<file path="config.mk">
export PLATFORM = sky130hd
export DESIGN_NAME = mem_sram_ctrl
export DESIGN_NICKNAME = d
export VERILOG_FILES = /design/src/rtl/mem_sram_ctrl_pkg.sv /design/src/rtl/mem_sram_ctrl.sv
export SDC_FILE = /design/constraint.sdc
export NUM_CORES = 1
export LEC_CHECK = 0
export CAP_MARGIN = 20
export CORE_ASPECT_RATIO = 2
export CORE_MARGIN = 1
export CORE_UTILIZATION = 35
export CTS_BUF_LIST = sky130_fd_sc_hd__clkbuf_4
export CTS_CLUSTER_DIAMETER = 40
export DETAILED_ROUTE_END_ITERATION = 8
export GPL_TIMING_DRIVEN = 0
export HOLD_SLACK_MARGIN = 0.06
export MAX_ROUTING_LAYER = met4
export PLACE_DENSITY = 0.73
export RECOVER_POWER = 100
export SYNTH_ARGS = -nofsm -noshare
export SYNTH_HDL_FRONTEND = slang
export SYNTH_SLANG_ARGS = --single-unit
</file>
<file path="constraint.sdc">
create_clock -name clk -period 3.88 [get_ports clk]
set_input_delay 0.582 -clock clk [delete_from_list [all_inputs] [get_ports clk]]
set_output_delay 0.582 -clock clk [all_outputs]
set_load 0.01 [all_outputs]
</file>
<file path="src/rtl/mem_sram_ctrl_pkg.sv">
// mem_sram_ctrl_pkg
//   Shared definitions for the SRAM access controller in the MEM stage:
//   reset levels, memory request codes, register write-enable levels,
//   FSM state encoding and the default strobe width.
package mem_sram_ctrl_pkg;

   localparam logic RstEnable  = 1'b0;
   localparam logic RstDisable = 1'b1;

   localparam logic [1:0] MemRW_Idle  = 2'b00;
   localparam logic [1:0] MemRW_Read  = 2'b01;
   localparam logic [1:0] MemRW_Write = 2'b10;

   localparam logic WriteEnable  = 1'b1;
   localparam logic WriteDisable = 1'b0;

   localparam int unsigned WAIT_CYCLES_DEF = 2;

   typedef enum logic [1:0] {
      ST_IDLE = 2'b00,
      ST_RD   = 2'b01,
      ST_WR   = 2'b10,
      ST_DONE = 2'b11
   } sram_state_t;

endpackage

</file>
<file path="src/rtl/mem_sram_ctrl.sv">
// mem_sram_ctrl
//   MEM-stage controller for an asynchronous 16-bit SRAM. A read or write
//   request from ex_mem holds the pipeline while the active-low strobes are
//   held low for WAIT_CYCLES clocks; a one-cycle DONE state then releases
//   the stall and, after a read, presents the captured data to write-back.
//   Non-memory instructions pass straight through with no stall.
//
// Ports
//   clk, rst                 clock; synchronous active-low reset
//   mem_memrw                request code (Idle/Read/Write; 2'b11 = Idle)
//   mem_memaddr, mem_memdata word address and store data
//   mem_wdata/waddr/we       ALU result, destination register, write enable
//   wb_wdata/waddr/we        write-back bus
//   stall_req                pipeline hold request
//   ram_addr, ram_dout       SRAM address and store data (registered)
//   ram_doe                  drive ram_dout onto the SRAM data bus
//   ram_din                  SRAM read data
//   ram_ce_n/oe_n/we_n       active-low SRAM strobes (registered)
module mem_sram_ctrl
   import mem_sram_ctrl_pkg::*;
#(
   parameter int unsigned WAIT_CYCLES = WAIT_CYCLES_DEF
) (
   input  logic        clk,
   input  logic        rst,
   input  logic [1:0]  mem_memrw,
   input  logic [15:0] mem_memaddr,
   input  logic [15:0] mem_memdata,
   input  logic [15:0] mem_wdata,
   input  logic [3:0]  mem_waddr,
   input  logic        mem_we,
   output logic [15:0] wb_wdata,
   output logic [3:0]  wb_waddr,
   output logic        wb_we,
   output logic        stall_req,
   output logic [15:0] ram_addr,
   output logic [15:0] ram_dout,
   output logic        ram_doe,
   input  logic [15:0] ram_din,
   output logic        ram_ce_n,
   output logic        ram_oe_n,
   output logic        ram_we_n
);

   localparam logic [1:0] CNT_LOAD = 2'(WAIT_CYCLES - 1);

   sram_state_t r_state;
   logic [1:0]  r_cnt;
   logic [15:0] r_rdata;
   logic        r_was_rd;   // last access was a read; selects rdata in DONE
   logic [15:0] r_ram_addr;
   logic [15:0] r_ram_dout;
   logic        r_ram_doe;
   logic        r_ram_ce_n;
   logic        r_ram_oe_n;
   logic        r_ram_we_n;

   logic        w_req_rd;
   logic        w_req_wr;
   logic        w_in_rst;
   logic        w_stall;

   assign w_req_rd = (mem_memrw == MemRW_Read);
   assign w_req_wr = (mem_memrw == MemRW_Write);
   assign w_in_rst = (rst == RstEnable);

   always_ff @(posedge clk) begin
      if (rst == RstEnable) begin
         r_state    <= ST_IDLE;
         r_cnt      <= '0;
         r_rdata    <= '0;
         r_was_rd   <= 1'b0;
         r_ram_addr <= '0;
         r_ram_dout <= '0;
         r_ram_doe  <= 1'b0;
         r_ram_ce_n <= 1'b1;
         r_ram_oe_n <= 1'b1;
         r_ram_we_n <= 1'b1;
      end else begin
         case (r_state)
            ST_IDLE: begin
               if (w_req_rd) begin
                  r_ram_addr <= mem_memaddr;
                  r_ram_ce_n <= 1'b0;
                  r_ram_oe_n <= 1'b0;
                  r_cnt      <= CNT_LOAD;
                  r_was_rd   <= 1'b1;
                  r_state    <= ST_RD;
               end else if (w_req_wr) begin
                  r_ram_addr <= mem_memaddr;
                  r_ram_dout <= mem_memdata;
                  r_ram_doe  <= 1'b1;
                  r_ram_ce_n <= 1'b0;
                  r_ram_we_n <= 1'b0;
                  r_cnt      <= CNT_LOAD;
                  r_was_rd   <= 1'b0;
                  r_state    <= ST_WR;
               end
            end
            ST_RD: begin
               if (r_cnt != '0) begin
                  r_cnt <= r_cnt - 2'd1;
               end else begin
                  r_rdata    <= ram_din;
                  r_ram_ce_n <= 1'b1;
                  r_ram_oe_n <= 1'b1;
                  r_ram_we_n <= 1'b1;
                  r_state    <= ST_DONE;
               end
            end
            ST_WR: begin
               if (r_cnt != '0) begin
                  r_cnt <= r_cnt - 2'd1;
               end else begin
                  // ram_doe and ram_addr stay put through DONE for hold time
                  r_ram_we_n <= 1'b1;
                  r_ram_ce_n <= 1'b1;
                  r_state    <= ST_DONE;
               end
            end
            ST_DONE: begin
               r_ram_doe <= 1'b0;
               r_state   <= ST_IDLE;
            end
            default: r_state <= ST_IDLE;
         endcase
      end
   end

   always_comb begin
      w_stall = 1'b0;
      if (!w_in_rst) begin
         w_stall = ((r_state == ST_IDLE) && (w_req_rd || w_req_wr)) ||
                   (r_state == ST_RD) || (r_state == ST_WR);
      end
   end

   assign stall_req = w_stall;
   assign wb_waddr  = mem_waddr;
   assign wb_we     = w_in_rst ? WriteDisable : (mem_we & ~w_stall);
   assign wb_wdata  = ((r_state == ST_DONE) && r_was_rd) ? r_rdata : mem_wdata;

   assign ram_addr = r_ram_addr;
   assign ram_dout = r_ram_dout;
   assign ram_doe  = r_ram_doe;
   assign ram_ce_n = r_ram_ce_n;
   assign ram_oe_n = r_ram_oe_n;
   assign ram_we_n = r_ram_we_n;

endmodule

</file>
---- Word level (Yosys, flattened, before mapping) ----
Index checks and enable logic that the tools add are counted.
operators by class
  $add $sub $neg .......................... 1
  multipliers ............................. 0
  divide/modulo/power cells ............... 0
  magnitude comparators ................... 0
  equal/unequal tests ..................... 12
  shift-type cells ........................ 0
  multiplexer cells ....................... 25
  bitwise logic cells ..................... 4
  reduce and logical (&&, ||, !) cells .... 21
operator list
  operator             count
  $mux 16              3
  $reduce_and 3->1     5
  $mux 2               6
  $mux 1               10
  $ne 2x2->1 const B   5
  $reduce_bool 2->1    5
  $pmux 1 s2           4
  $eq 2x2->1 const B   3
  $pmux 2 s3           1
  $reduce_and 2->1     3
  $eq 2x1->1 const B   2
  $pmux 2 s2           1
  $reduce_and 4->1     1
  $logic_or 1x1->1     3
  $ne 3x3->1 const B   1
  $not 1->1            3
  $logic_and 1x1->1    2
  $logic_not 2->1      1
  $ne 2x1->1 const B   1
  $reduce_or 2->1      1
  $sub 2x1->2 const B  1
  $and 1x1->1          1
storage, ports and cells
  register bits ........................... 57
  latch bits .............................. 0
  memory bits (writable) .................. 0
  memory bits (read-only) ................. 0
  input port bits ......................... 73
  output and inout port bits .............. 58
  memories kept ........................... 0

---- Logic depth before layout (Yosys ltp) ----
  depth after elaboration ................. 9
  mapped depth ............................ 8

---- Least setup slack after synthesis ----
No wires, ideal clock.
  path kind ............................... input to output
  start ................................... input mem_memrw[0]
  end ..................................... output stall_req
  arrival ................................. 1.646 ns
  setup slack ............................. 1.652 ns
  cell stages on the path ................. 6
  buffers on the path ..................... 2
  cells stage by stage .................... inv_1 ha_1 nand2b_1 buf_4 buf_4 a21oi_1
between the ends
  word-level cells in the longest chain between the ends .. 6
  elaborated cells on any way between the ends .. 7
  classes of those cells .................. eq/ne: 2; mux: 1; reduce/logical: 4
ends and longest elaborated chain
  element                                   line                                      RTL
  start: declaration                        mem_sram_ctrl.sv:26                       input logic [1:0] mem_memrw,
  $eq 2x1->1 or $eq 2x2->1 (tied branches)  mem_sram_ctrl.sv:63, mem_sram_ctrl.sv:64
  $logic_or 1x1->1 (*)                      mem_sram_ctrl.sv:133                      w_stall = ((r_state == ST_IDLE) && (w_req_rd || w_req_wr)) ||
  $logic_and 1x1->1 (*)                     mem_sram_ctrl.sv:133
  $logic_or 1x1->1 (*)                      mem_sram_ctrl.sv:133
  $logic_or 1x1->1 (*)                      mem_sram_ctrl.sv:134                      (r_state == ST_RD) || (r_state == ST_WR);
  $mux 1 (*)                                mem_sram_ctrl.sv:132                      if (!w_in_rst) begin
  end: declaration                          mem_sram_ctrl.sv:35                       output logic stall_req,
Every way passes the cells marked *; elsewhere a longest branch is shown, timed or not.

---- Worst setup path in the final report ----
  start ................................... input mem_memrw[1]
  end ..................................... output stall_req
The elaborated chain is that of the path after synthesis.

==> results.md <==
* CTS root buf: clkbuf_4
* Post-synthesis mux area share at 7.80%
* Synth Area in Compound Gates at 15.9%
* #FFs+latches synth at 57
* Initial Util at 36.1%
* Largest family of logic cells by synthesized area: simple AND/OR/NAND/NOR gates
* CP Max Fanout at 10
* Fin crit period at 3.40 ns
* Endpoint class of the critical path: output pin
* Detail Placement HPWL at 5340 um
* Multi-input gate area at 1180 um^2
* Final hold vios at 0
* Initial antenna violation count at 0
* Nets at 524
* Worst Path Required at 3.30 ns
* Global-route usage over all layers at 19.6%
* Layout cell share with drive strength beyond 1 at 10.1%
* Post-synth top cells: 104 x nand2_1, 59 x a21oi_1, 57 x dfxtp_1
* Via count at 2510
* Count leader, synth: nand2_1
* Main area contributors after synthesis: dfxtp_1 46%, nand2_1 16%, a21oi_1 12%
* Slowest cell delay on critical path at 0.62 ns
* Ys async rst share at 0%
* Hold Buf Count CTS at 0
* Full die area at 7520 um^2
* Design area at 4020 um^2
* Synth Instances at 306
* Placed inst area at 3880 um^2
* Reg2Reg Depth at 7
* Fmax at 294 MHz
* Post-Synth XOR/XNOR Area at 0%
* Post-synth EDFFs at 0
* Clock Sinks at 57
* Post-synthesis sequential area ratio at 45.6%
* Mapped Area at 2500 um^2
* Outcome: complete, no violations
* Area share of the largest cell type after synthesis at 45.6%
* Setup TNS at 0 ns
* TritonCTS buffer count at 9
* GRT overflow at 0
* Cell variety after synth at 31
* Buffer count from post-CTS setup fixing at 0
* Die H at 122 um
* Period utilization at 87.7%
* Reg area at 1140 um^2
* Critical path, cell by cell: dlygate4sd3_1, ha_1, nand2b_1, buf_4, buf_4, a21oi_1, dlygate4sd3_1
* Overall Power at 0.00208 W
* DRC viols at 0
* Peak supply drop at 266 uV
* WL per Instance at 13.0 um
* Die Wd at 61.8 um
* Initial DRC Count at 85
* Minimum hold slack at 0.454 ns
* PortBufs at 126
* Rel. slew slack at 63.9%
* Detailed-route wire length at 7000 um
* Cell count after placement at 522
* Area of the core at 6940 um^2
* Hold WC Path Type: reg -> reg
* Max Cap Viol at 0
* RSZ-0062 raised after global routing: false
* PwrDens at 518 nW/um^2
* Pleak at 1.60 nW
* Area Overhead vs Synth at 60.4%
* RePlAce Congestion at 0.832
* Slowest-stage cell, CP: dlygate4sd3_1
* Setup Crit Path Kind: in -> out
* Syn Nets at 387
* Total I/O pin count at 131
* # rows at 43
* Fillers at 631
* Via density at 4.67
* Syn avg cell area at 8.18 um^2
* Post-Synth Adder-Cell Area at 4.00%
* Hold Crit Depth at 2
* CTS H-Tree Depth at 3
* Post-CTS Resized at 0
* CP Launch Type: input port
* Ys Warns at 0
* Vias in the first global route at 2371
* CTS tree: done
* DR pass1 iterations at 5
* Max Root-Sink Buffers at 2
* Max-slew violations at 0
* Yosys top cell by area: dfxtp_1
* Slew @ Worst Pin at 0.541 ns
* Final setup violation count at 0
* Max Clock Skew at 0.0122 ns
* Post-Synth Simple-Gate Area at 19.4%
* Post-route insts no fill at 538
* Main flop type after synthesis: dfxtp_1
* Skew-Pair Late Insertion Delay at 0.41 ns
* Antenna Nets Post-Route at 0
* Largest net degree at the start of global routing at 11
* Worst EP arrival at 2.82 ns
* First-pass GRT wire length at 10500 um
* Reg clk slew, reported paths at 0.10 ns
-- worst paths after layout --
| path | from | to | slack [ns] |
|---|---|---|---|
| max reg2reg | r_state[0] | ram_addr[6] | 1.95 |
| max | mem_memrw[1] | stall_req | 0.48 |
| min reg2reg | ram_addr[13] | ram_addr[13] | 0.45 |
| min | ram_addr[13] | ram_addr[13] | 0.45 |
-- registers in the layout, summed over array words and instances (netlist names) --
| signal | count |
|---|---|
| r_cnt | 2 |
| ram_doe | 1 |
| ram_addr | 16 |
| ram_we_n | 1 |
| ram_ce_n | 1 |
| ram_dout | 16 |
| ram_oe_n | 1 |
| r_was_rd | 1 |
| r_state | 2 |
| r_rdata | 16 |
-- placed cells by master (no fill, tap or decap) --
| cell type | count |
|---|---|
| nand2b_1 | 4 |
| clkinv_1 | 4 |
| o21ai_0 | 4 |
| buf_6 | 2 |
| nand2_1 | 105 |
| clkbuf_1 | 9 |
| a21oi_2 | 1 |
| o31a_1 | 1 |
| bufinv_16 | 2 |
| buf_2 | 3 |
| nor2b_1 | 2 |
| nor3_1 | 1 |
| nor2_1 | 1 |
| o31ai_1 | 1 |
| dlygate4sd3_1 | 59 |
| a211oi_1 | 2 |
| mux2_2 | 16 |
| clkdlybuf4s50_1 | 67 |
| buf_4 | 9 |
| a31oi_1 | 1 |
| or3b_1 | 1 |
| a221oi_2 | 1 |
| o211ai_1 | 2 |
| and2_1 | 2 |
| mux2_4 | 1 |
| or2b_1 | 1 |
| or3_1 | 1 |
| inv_1 | 8 |
| clkbuf_4 | 10 |
| a21boi_0 | 1 |
| diode_2 | 1 |
| and4_1 | 1 |
| a21oi_1 | 59 |
| dfxtp_1 | 57 |
| ha_1 | 8 |
-- worst max-delay path, delay by kind of cell --
family                   cells  cell delay (ns)
AND/OR/NAND/NOR              1             0.19
buffers and inverters        4             1.52
adder cells (fa/ha/maj)      1             0.40
AO/OA/AOI/OAI                1             0.12
-- metrics by stage --
step,utilization (%),worst slack [ns]
3_5_place_dp,55.9,0.547
6_report,57.9,0.478
3_3_place_gp,55.9,0.569
4_1_cts,58.0,0.542
2_1_floorplan,-,1.65
5_1_grt,57.8,0.350
-- logic make-up after synthesis --
logic type               Yosys count
AO/OA/AOI/OAI                     73
adder cells (fa/ha/maj)            8
buffers and inverters             32
flip-flops                        57
multiplexers                      17
AND/OR/NAND/NOR                  119
-- per-layer routing --
metal  global-route usage (%)  part of all wire, %
met1                     18.4                   38
met2                     34.4                   54
met3                     4.88                  5.6
met4                     10.7                  2.4
met5                        -                    0
-- power by group --
| group | leakage [nW] | switching [W] | internal, W |
|---|---|---|---|
| logic | 1.06 | 0.000436 | 0.000408 |
| clock network | 0.0790 | 0.000213 | 0.000259 |
| registers | 0.465 | 0.0000648 | 0.000701 |
| total | 1.60 | 0.000714 | 0.00137 |
-- cell type report --
class,instances,area share [%]
Antenna cell,1,0.0623
Buffer,23,3.46
Clock buffer,10,1.87
Clock inverter,5,1.78
Inverter,9,0.841
Multi-Input combinational cell,217,29.4
Sequential cell,57,28.4
Tap cell,90,2.80
Timing Repair Buffer,126,31.4
(Power assumes the default switching activity.)
